[src/rtl/stream_out_port_if.sv]
// stream_out_port_if: AXI4-Stream video beat bundle.
// master drives data/valid/user/last, slave drives ready.
interface stream_out_port_if #(
   parameter int DSIZE = 24
);
   logic [DSIZE-1:0] axi_tdata;
   logic             axi_tvalid;
   logic             axi_tready;
   logic             axi_tuser;
   logic             axi_tlast;

   modport master (
      output axi_tdata,
      output axi_tvalid,
      output axi_tuser,
      output axi_tlast,
      input  axi_tready
   );

   modport slave (
      input  axi_tdata,
      input  axi_tvalid,
      input  axi_tuser,
      input  axi_tlast,
      output axi_tready
   );
endinterface

[src/rtl/stream_out_port.sv]
// stream_out_port: FWFT FIFO to AXI4-Stream video master with frame sizing.
// Define STREAM_OUT_FSYNC_EN to hold each frame in ARM until fsync.
module stream_out_port #(
   parameter int DSIZE = 24
) (
   input  logic              aclk,
   input  logic              aresetn,
   input  logic              enable,
   input  logic [15:0]       vactive,
   input  logic [15:0]       hactive,
   input  logic              fsync,
   input  logic              fifo_empty,
   input  logic [DSIZE-1:0]  fifo_rdata,
   output logic              fifo_rd_en,
   stream_out_port_if.master axi,
   output logic              frame_done
);

   typedef enum logic [1:0] {
      IDLE   = 2'd0,
      ARM    = 2'd1,
      STREAM = 2'd2,
      DRAIN  = 2'd3
   } state_t;

   state_t           state_q, state_d;
   logic [15:0]      hact_q, hact_d;
   logic [15:0]      vact_q, vact_d;
   logic [15:0]      hcnt_q, hcnt_d;
   logic [15:0]      vcnt_q, vcnt_d;
   logic [DSIZE-1:0] tdata_q, tdata_d;
   logic             tvalid_q, tvalid_d;
   logic             tuser_q, tuser_d;
   logic             tlast_q, tlast_d;
   logic             done_q, done_d;

   logic start;
   logic hs;
   logic h_end;
   logic v_end;

   assign start = enable & (|vactive) & (|hactive);
   assign hs    = tvalid_q & axi.axi_tready;
   assign h_end = (hcnt_q == hact_q - 16'd1);
   assign v_end = (vcnt_q == vact_q - 16'd1);

`ifndef STREAM_OUT_FSYNC_EN
   logic unused_fsync;
   assign unused_fsync = fsync;
`endif

   always_ff @(posedge aclk) begin
      if (!aresetn) begin
         state_q <= IDLE;
      end else begin
         state_q <= state_d;
      end
   end

   always_comb begin
      state_d = state_q;
      unique case (state_q)
         IDLE: begin
            if (start) begin
`ifdef STREAM_OUT_FSYNC_EN
               state_d = ARM;
`else
               state_d = STREAM;
`endif
            end
         end
         ARM: begin
`ifdef STREAM_OUT_FSYNC_EN
            if (!enable) begin
               state_d = IDLE;
            end else if (fsync) begin
               state_d = STREAM;
            end
`else
            state_d = IDLE;
`endif
         end
         STREAM: begin
            if (fifo_rd_en && h_end && v_end) begin
               state_d = DRAIN;
            end
         end
         DRAIN: begin
            if (hs) begin
               state_d = IDLE;
            end
         end
         default: state_d = IDLE;
      endcase
   end

   // Pop only when the output register is free or being emptied this cycle.
   always_comb begin
      fifo_rd_en = 1'b0;
      if (aresetn && state_q == STREAM) begin
         fifo_rd_en = ~fifo_empty & (~tvalid_q | axi.axi_tready);
      end
      axi.axi_tdata  = tdata_q;
      axi.axi_tvalid = tvalid_q;
      axi.axi_tuser  = tuser_q;
      axi.axi_tlast  = tlast_q;
      frame_done     = done_q;
   end

   always_comb begin
      hact_d   = hact_q;
      vact_d   = vact_q;
      hcnt_d   = hcnt_q;
      vcnt_d   = vcnt_q;
      tdata_d  = tdata_q;
      tvalid_d = tvalid_q;
      tuser_d  = tuser_q;
      tlast_d  = tlast_q;
      done_d   = (state_q == DRAIN) & hs;
      if (state_q == IDLE && start) begin
         hact_d = hactive;
         vact_d = vactive;
         hcnt_d = '0;
         vcnt_d = '0;
      end
      if (fifo_rd_en) begin
         tdata_d  = fifo_rdata;
         tvalid_d = 1'b1;
         tuser_d  = (hcnt_q == 16'd0) && (vcnt_q == 16'd0);
         tlast_d  = h_end;
         if (h_end) begin
            hcnt_d = '0;
            vcnt_d = v_end ? 16'd0 : vcnt_q + 16'd1;
         end else begin
            hcnt_d = hcnt_q + 16'd1;
         end
      end else if (hs) begin
         tvalid_d = 1'b0;
      end
   end

   always_ff @(posedge aclk) begin
      if (!aresetn) begin
         hact_q   <= '0;
         vact_q   <= '0;
         hcnt_q   <= '0;
         vcnt_q   <= '0;
         tdata_q  <= '0;
         tvalid_q <= 1'b0;
         tuser_q  <= 1'b0;
         tlast_q  <= 1'b0;
         done_q   <= 1'b0;
      end else begin
         hact_q   <= hact_d;
         vact_q   <= vact_d;
         hcnt_q   <= hcnt_d;
         vcnt_q   <= vcnt_d;
         tdata_q  <= tdata_d;
         tvalid_q <= tvalid_d;
         tuser_q  <= tuser_d;
         tlast_q  <= tlast_d;
         done_q   <= done_d;
      end
   end

endmodule
[src/flat_wrapper.sv]
// flat-port wrapper written by rule: the top's interface ports become plain ports
module stream_out_port_flat 
#(
   parameter int DSIZE = 24
)
  (aclk, aresetn, enable, vactive, hactive, fsync, fifo_empty, fifo_rdata, fifo_rd_en, frame_done, axi_axi_tdata, axi_axi_tvalid, axi_axi_tuser, axi_axi_tlast, axi_axi_tready);
  stream_out_port_if #(.DSIZE(DSIZE)) axi_i ();
  input  logic aclk;
  input  logic aresetn;
  input  logic enable;
  input  logic [15:0] vactive;
  input  logic [15:0] hactive;
  input  logic fsync;
  input  logic fifo_empty;
  input  logic [DSIZE-1:0] fifo_rdata;
  output logic fifo_rd_en;
  output logic frame_done;
  output wire logic [$bits(axi_i.axi_tdata)-1:0] axi_axi_tdata;
  output wire logic [$bits(axi_i.axi_tvalid)-1:0] axi_axi_tvalid;
  output wire logic [$bits(axi_i.axi_tuser)-1:0] axi_axi_tuser;
  output wire logic [$bits(axi_i.axi_tlast)-1:0] axi_axi_tlast;
  input wire logic [$bits(axi_i.axi_tready)-1:0] axi_axi_tready;
  assign axi_axi_tdata = axi_i.axi_tdata;
  assign axi_axi_tvalid = axi_i.axi_tvalid;
  assign axi_axi_tuser = axi_i.axi_tuser;
  assign axi_axi_tlast = axi_i.axi_tlast;
  assign axi_i.axi_tready = axi_axi_tready;
  stream_out_port #(.DSIZE(DSIZE)) u_core (.aclk(aclk), .aresetn(aresetn), .enable(enable), .vactive(vactive), .hactive(hactive), .fsync(fsync), .fifo_empty(fifo_empty), .fifo_rdata(fifo_rdata), .fifo_rd_en(fifo_rd_en), .axi(axi_i), .frame_done(frame_done));
endmodule
[config.mk]
export PLATFORM = sky130hd
export DESIGN_NAME = stream_out_port_flat
export DESIGN_NICKNAME = d
export VERILOG_FILES = /design/src/rtl/stream_out_port_if.sv /design/src/rtl/stream_out_port.sv /design/src/flat_wrapper.sv
export SDC_FILE = /design/constraint.sdc
export NUM_CORES = 1
export LEC_CHECK = 0
export CORE_ASPECT_RATIO = 0.8
export CORE_MARGIN = 2
export CORE_UTILIZATION = 45
export CTS_BUF_LIST = sky130_fd_sc_hd__clkbuf_4 sky130_fd_sc_hd__clkbuf_8
export CTS_CLUSTER_DIAMETER = 60
export DETAILED_ROUTE_END_ITERATION = 7
export PLACE_DENSITY = 0.71
export SLEW_MARGIN = 15
export SYNTH_ARGS = -nofsm -noshare
export SYNTH_HDL_FRONTEND = slang
export SYNTH_SLANG_ARGS = --single-unit
[constraint.sdc]
create_clock -name aclk -period 3.26 [get_ports aclk]
set_input_delay 0.489 -clock aclk [delete_from_list [all_inputs] [get_ports aclk]]
set_output_delay 0.489 -clock aclk [all_outputs]
set_load 0.005 [all_outputs]
Word level (Yosys, flattened, before mapping). Index checks and enable logic that the tools add are counted.

$add $sub $neg: 4. Equality and inequality tests: 8. Mux-type cells: 14. Bitwise logic cells: 8. Reduce and logical (&&, ||, !) cells: 13.

Operators with widths (number): $mux W16 (7); $add A16 B1 Y16 const B (2); $eq A16 B16 Y1 (2); $logic_not A16 Y1 (2); $reduce_or A16 Y1 (2); $sub A16 B1 Y16 const B (2); $pmux W2 S4 (1); $mux W2 (3); $ne A2 B1 Y1 const B (3); $and A1 B1 Y1 (5); $logic_and A1 B1 Y1 (5); $eq A2 B2 Y1 const B (2); $reduce_bool A2 Y1 (2); $mux W1 (3); $reduce_and A3 Y1 (1); $eq A2 B1 Y1 const B (1); $logic_not A2 Y1 (1); $not A1 Y1 (2); $or A1 B1 Y1 (1).

Register bits after elaboration: 94. Input bits: 62. Output and inout port bits: 29. Word-level logic and storage cells: 57.

Longest topological paths before layout.
Depth in word-level cells: 8. Depth in mapped cells: 12. Mapped depth without buffers: 9.

Worst setup path before layout. OpenSTA, ideal clock, no wires.

Path kind: flip-flop to flip-flop. Start point: register u_core.vact_q[0]. End point: register u_core.vcnt_q[12]. Library setup time: 0.123 ns. Arrival time: 2.478 ns. Setup slack: 0.658 ns. Stages on the path, launching flop included: 13. Buffers on the path: 3. Cells stage by stage: dfxtp_1 clkbuf_1 inv_1 ha_1 clkbuf_1 or4b_1 nor4_1 xnor2_1 nor4_4 nand4_4 buf_6 o2111ai_1 o21ai_1.

Cells in the longest elaborated chain, start to end: 5.

RTL lines: start, declared (RTL line stream_out_port.sv:28) `logic [15:0] vact_q, vact_d;`; start signal, assigned (RTL line stream_out_port.sv:155) `vact_q <= vact_d;`; $sub A16 B1 Y16 (RTL line stream_out_port.sv:45) `assign v_end = (vcnt_q == vact_q - 16'd1);`; $eq A16 B16 Y1 (RTL line stream_out_port.sv:45); $mux W16 (RTL line stream_out_port.sv:133) `vcnt_d = v_end ? 16'd0 : vcnt_q + 16'd1;`; $mux W16 (RTL line stream_out_port.sv:131) `if (h_end) begin`; $mux W16 (RTL line stream_out_port.sv:126) `if (fifo_rd_en) begin`; end signal, assigned (RTL line stream_out_port.sv:157) `vcnt_q <= vcnt_d;`; end, declared (RTL line stream_out_port.sv:30) `logic [15:0] vcnt_q, vcnt_d;`.

Every way passes these cells. A chain may end at the register's enable or synchronous reset.

Worst setup path in the final report.
Start point: register u_core.hact_q[0]. End point: register u_core.vcnt_q[15].

Cells in the longest elaborated chain, start to end: 4.

RTL lines: start, declared (RTL line stream_out_port.sv:27) `logic [15:0] hact_q, hact_d;`; start signal, assigned (RTL line stream_out_port.sv:154) `hact_q <= hact_d;`; $sub A16 B1 Y16 (RTL line stream_out_port.sv:44) `assign h_end = (hcnt_q == hact_q - 16'd1);`; $eq A16 B16 Y1 (RTL line stream_out_port.sv:44); $mux W16 (RTL line stream_out_port.sv:131); $mux W16 (RTL line stream_out_port.sv:126).

Every way passes these cells.

==> results.toml <==
[status]
status = "completed"

[clock_tree]
htree_levels = 3
clk_pin_slew_worst_paths_ps = 100
cts_tree = "done"
clk_path_buf_depth = 2
ctsResizeCount = 0
clk_latency_ps = 380
cts-hold-fix-buffers = 0
cts_buffers = 9
post_cts_buffers = 0
cts_sinks = 94
cts_root_buf = "clkbuf_8"

[power]
powerDensity_nw_per_um2 = 389
p_leak_nw = 2.38
finalPower_mw = 2.52
irDropWorstVdd_v = 0.000227

[sta]
relSlewSlack_pct = 61.4
report.final.slew_viol_count = 0
timing.final.crit_share_pct = 91.9
max_freq_mhz = 334
clock-skew-final_ps = 17.9
setup_tns_ps = 0
final-setup-viol-count = 0
tightestPinTransition_ps = 574
rsz0062_at_grt = "no"
min_period_ps = 3000
hold_viol = 0

[worst_setup_path]
worstPathMaxFanout = 16
cp.arrival_ps = 3290
critPathCaptureType = "flip-flop"
crit_type = "reg2reg"
cp_num_buf_inv = 2
cpPeakStageDelay_ps = 430
cp_cell_sequence = "inv_1, ha_1, nor3b_1, and3_1, o22ai_1, a2111oi_4, o2111a_1, buf_4, nand3_1, o211ai_1"
critPathSlowestCell = "nor3b_1"
crit_required_ps = 3560
worstSetupStartpointType = "flip-flop"
crit_family = "compound AO/OA/AOI/OAI gates"

[synth]
synth.area.top_cells = "dfxtp_1, nand2_1, xnor2_1"
synth_nets = 767
synth_ff_type = "dfxtp_1"
ys_ff_latch = 94
ys_types = 62
synth_most_common_cell = "nand2_1"
yosysTopAreaCellShare_pct = 35.6
async_flop_share_pct = 0
ys_warn_count = 0
synth_enable_flop_cells = 0
syn_inst = 699
avgSynthCellArea_um2 = 7.56
netlist_area_um2 = 5290
yosysSeqAreaShare_pct = 35.6
synth_top_area_cell = "dfxtp_1"
ys_top_cells_by_count = "nand2_1, dfxtp_1, nand3_1, a21oi_1, nor2_1"

[drt]
num_vias = 5253
drt_first_iter_violations = 328
totalWireLength_um = 14200
dr.pass1.iters = 5
viasPerCell = 5.73
drc_errors = 0
post_drt_wl_per_cell_um = 15.4
drtAntennaViolNets = 0

[floorplan]
fp.dieH_um = 101
io_pins = 91
die_x_um = 125
die-area_um2 = 12600
start_util_pct = 46.1
coreArea_um2 = 11500
row_count = 35

[global_routing]
grt_max_degree = 49
track_usage_pct = 22.8
antenna_found_initial = 0
gr-total-overflow = 0
grt_pass1_wl_um = 23600
grt_pass1_vias = 4830

[final_layout]
drive_above_1_share_pct = 6.24
areaGrowthSynthToFinish_pct = 22.6
nets = 832
antenna_cells = 0

[flow_run]
timing.max_cap.violations = 0

[hold_path]
hold_class = "reg2reg"

[place]
dp_hpwl_um = 10500
gp_congestion = 0.909
port-buffer-count = 89
-- per-layer routing --
metal	track usage [%]	vias up	part of all wire [%]
met5	0	-	0
met4	5.64	0	1.1
met2	35.0	195	42
met3	4.62	14	7.7
met1	33.0	2416	50
li1	-	2628	-
-- layout by cell type (no fill, tap or decap), types with 11 or more instances in the layout --
master / count
xnor2_1: 29
a21oi_1: 45
o2111ai_1: 15
nand3_1: 48
a31oi_1: 13
nor2_1: 39
o21ai_1: 11
nand2_1: 139
inv_1: 24
nor4_1: 25
nand4_1: 20
nor3_1: 13
dfxtp_1: 94
xor2_1: 17
buf_4: 17
clkdlybuf4s50_1: 89
nor2b_1: 13
-- where the power goes --
part	internal, mW	total (mW)	switching [mW]
Sequential	1.19	1.24	0.0474
Combinational	0.230	0.458	0.228
Clock	0.372	0.828	0.456
Total	1.79	2.52	0.732
-- logic make-up (layout without fill, tap and decap cells) --
kind of cell,count (synthesis),after routing,share of synthesized area [%]
fa+ha+maj,6,6,1.42
flops,94,94,35.6
simple gates,340,340,31.9
compound gates,136,136,17.5
buf+inv,77,147,5.96
xor+xnor,46,46,7.62
-- state kept, by name, summed over array words and instances, names as in the netlist --
register	cells
u_core.state_q	2
u_core.vact_q	16
u_core.hcnt_q	16
u_core.vcnt_q	16
u_core.axi.axi_tvalid	1
u_core.axi.axi_tdata	24
u_core.frame_done	1
u_core.axi.axi_tuser	1
u_core.hact_q	16
u_core.axi.axi_tlast	1
-- layout make-up --
class,instances,area [um2]
Fill cell,1085,4990
Sequential cell,94,1880
Inverter,25,93.8
Clock inverter,7,87.6
Timing Repair Buffer,106,1020
Clock buffer,9,124
Tap cell,148,185
Multi-Input combinational cell,528,3090
-- per-stage QoR --
| step | utilization (%) | std cells | cell area (um2) | worst slack, ps | hold WS, ps |
|---|---|---|---|---|---|
| after floorplan | - | 699 | 5290 | 658 | 449 |
| final | 56.5 | 917 | 6480 | 264 | 459 |
| after global routing | 56.5 | 917 | 6480 | 67.8 | 490 |
| after detailed placement | 54.6 | 901 | 6270 | 335 | 445 |
| after CTS | 56.5 | 917 | 6480 | 293 | 461 |
| after global placement | 54.6 | 901 | 6270 | 419 | 443 |
-- tightest hold or removal path: stages, from the launching register on --
cell	delay (ps)
dfxtp_1	320
nand3_1	60
nand2_1	40
-- path summary, 6_finish.rpt --
path | from | end | slack [ps] | cells after the start
worst max-delay path | u_core.hact_q[0] | u_core.vcnt_q[15] | 260 | 10
worst min-delay path | u_core.axi.axi_tdata[16] | u_core.axi.axi_tdata[16] | 460 | 2
worst max register to register | u_core.hact_q[0] | u_core.vcnt_q[15] | 260 | 10
worst min register to register | u_core.axi.axi_tdata[16] | u_core.axi.axi_tdata[16] | 460 | 2
(Power assumes the default switching activity.)
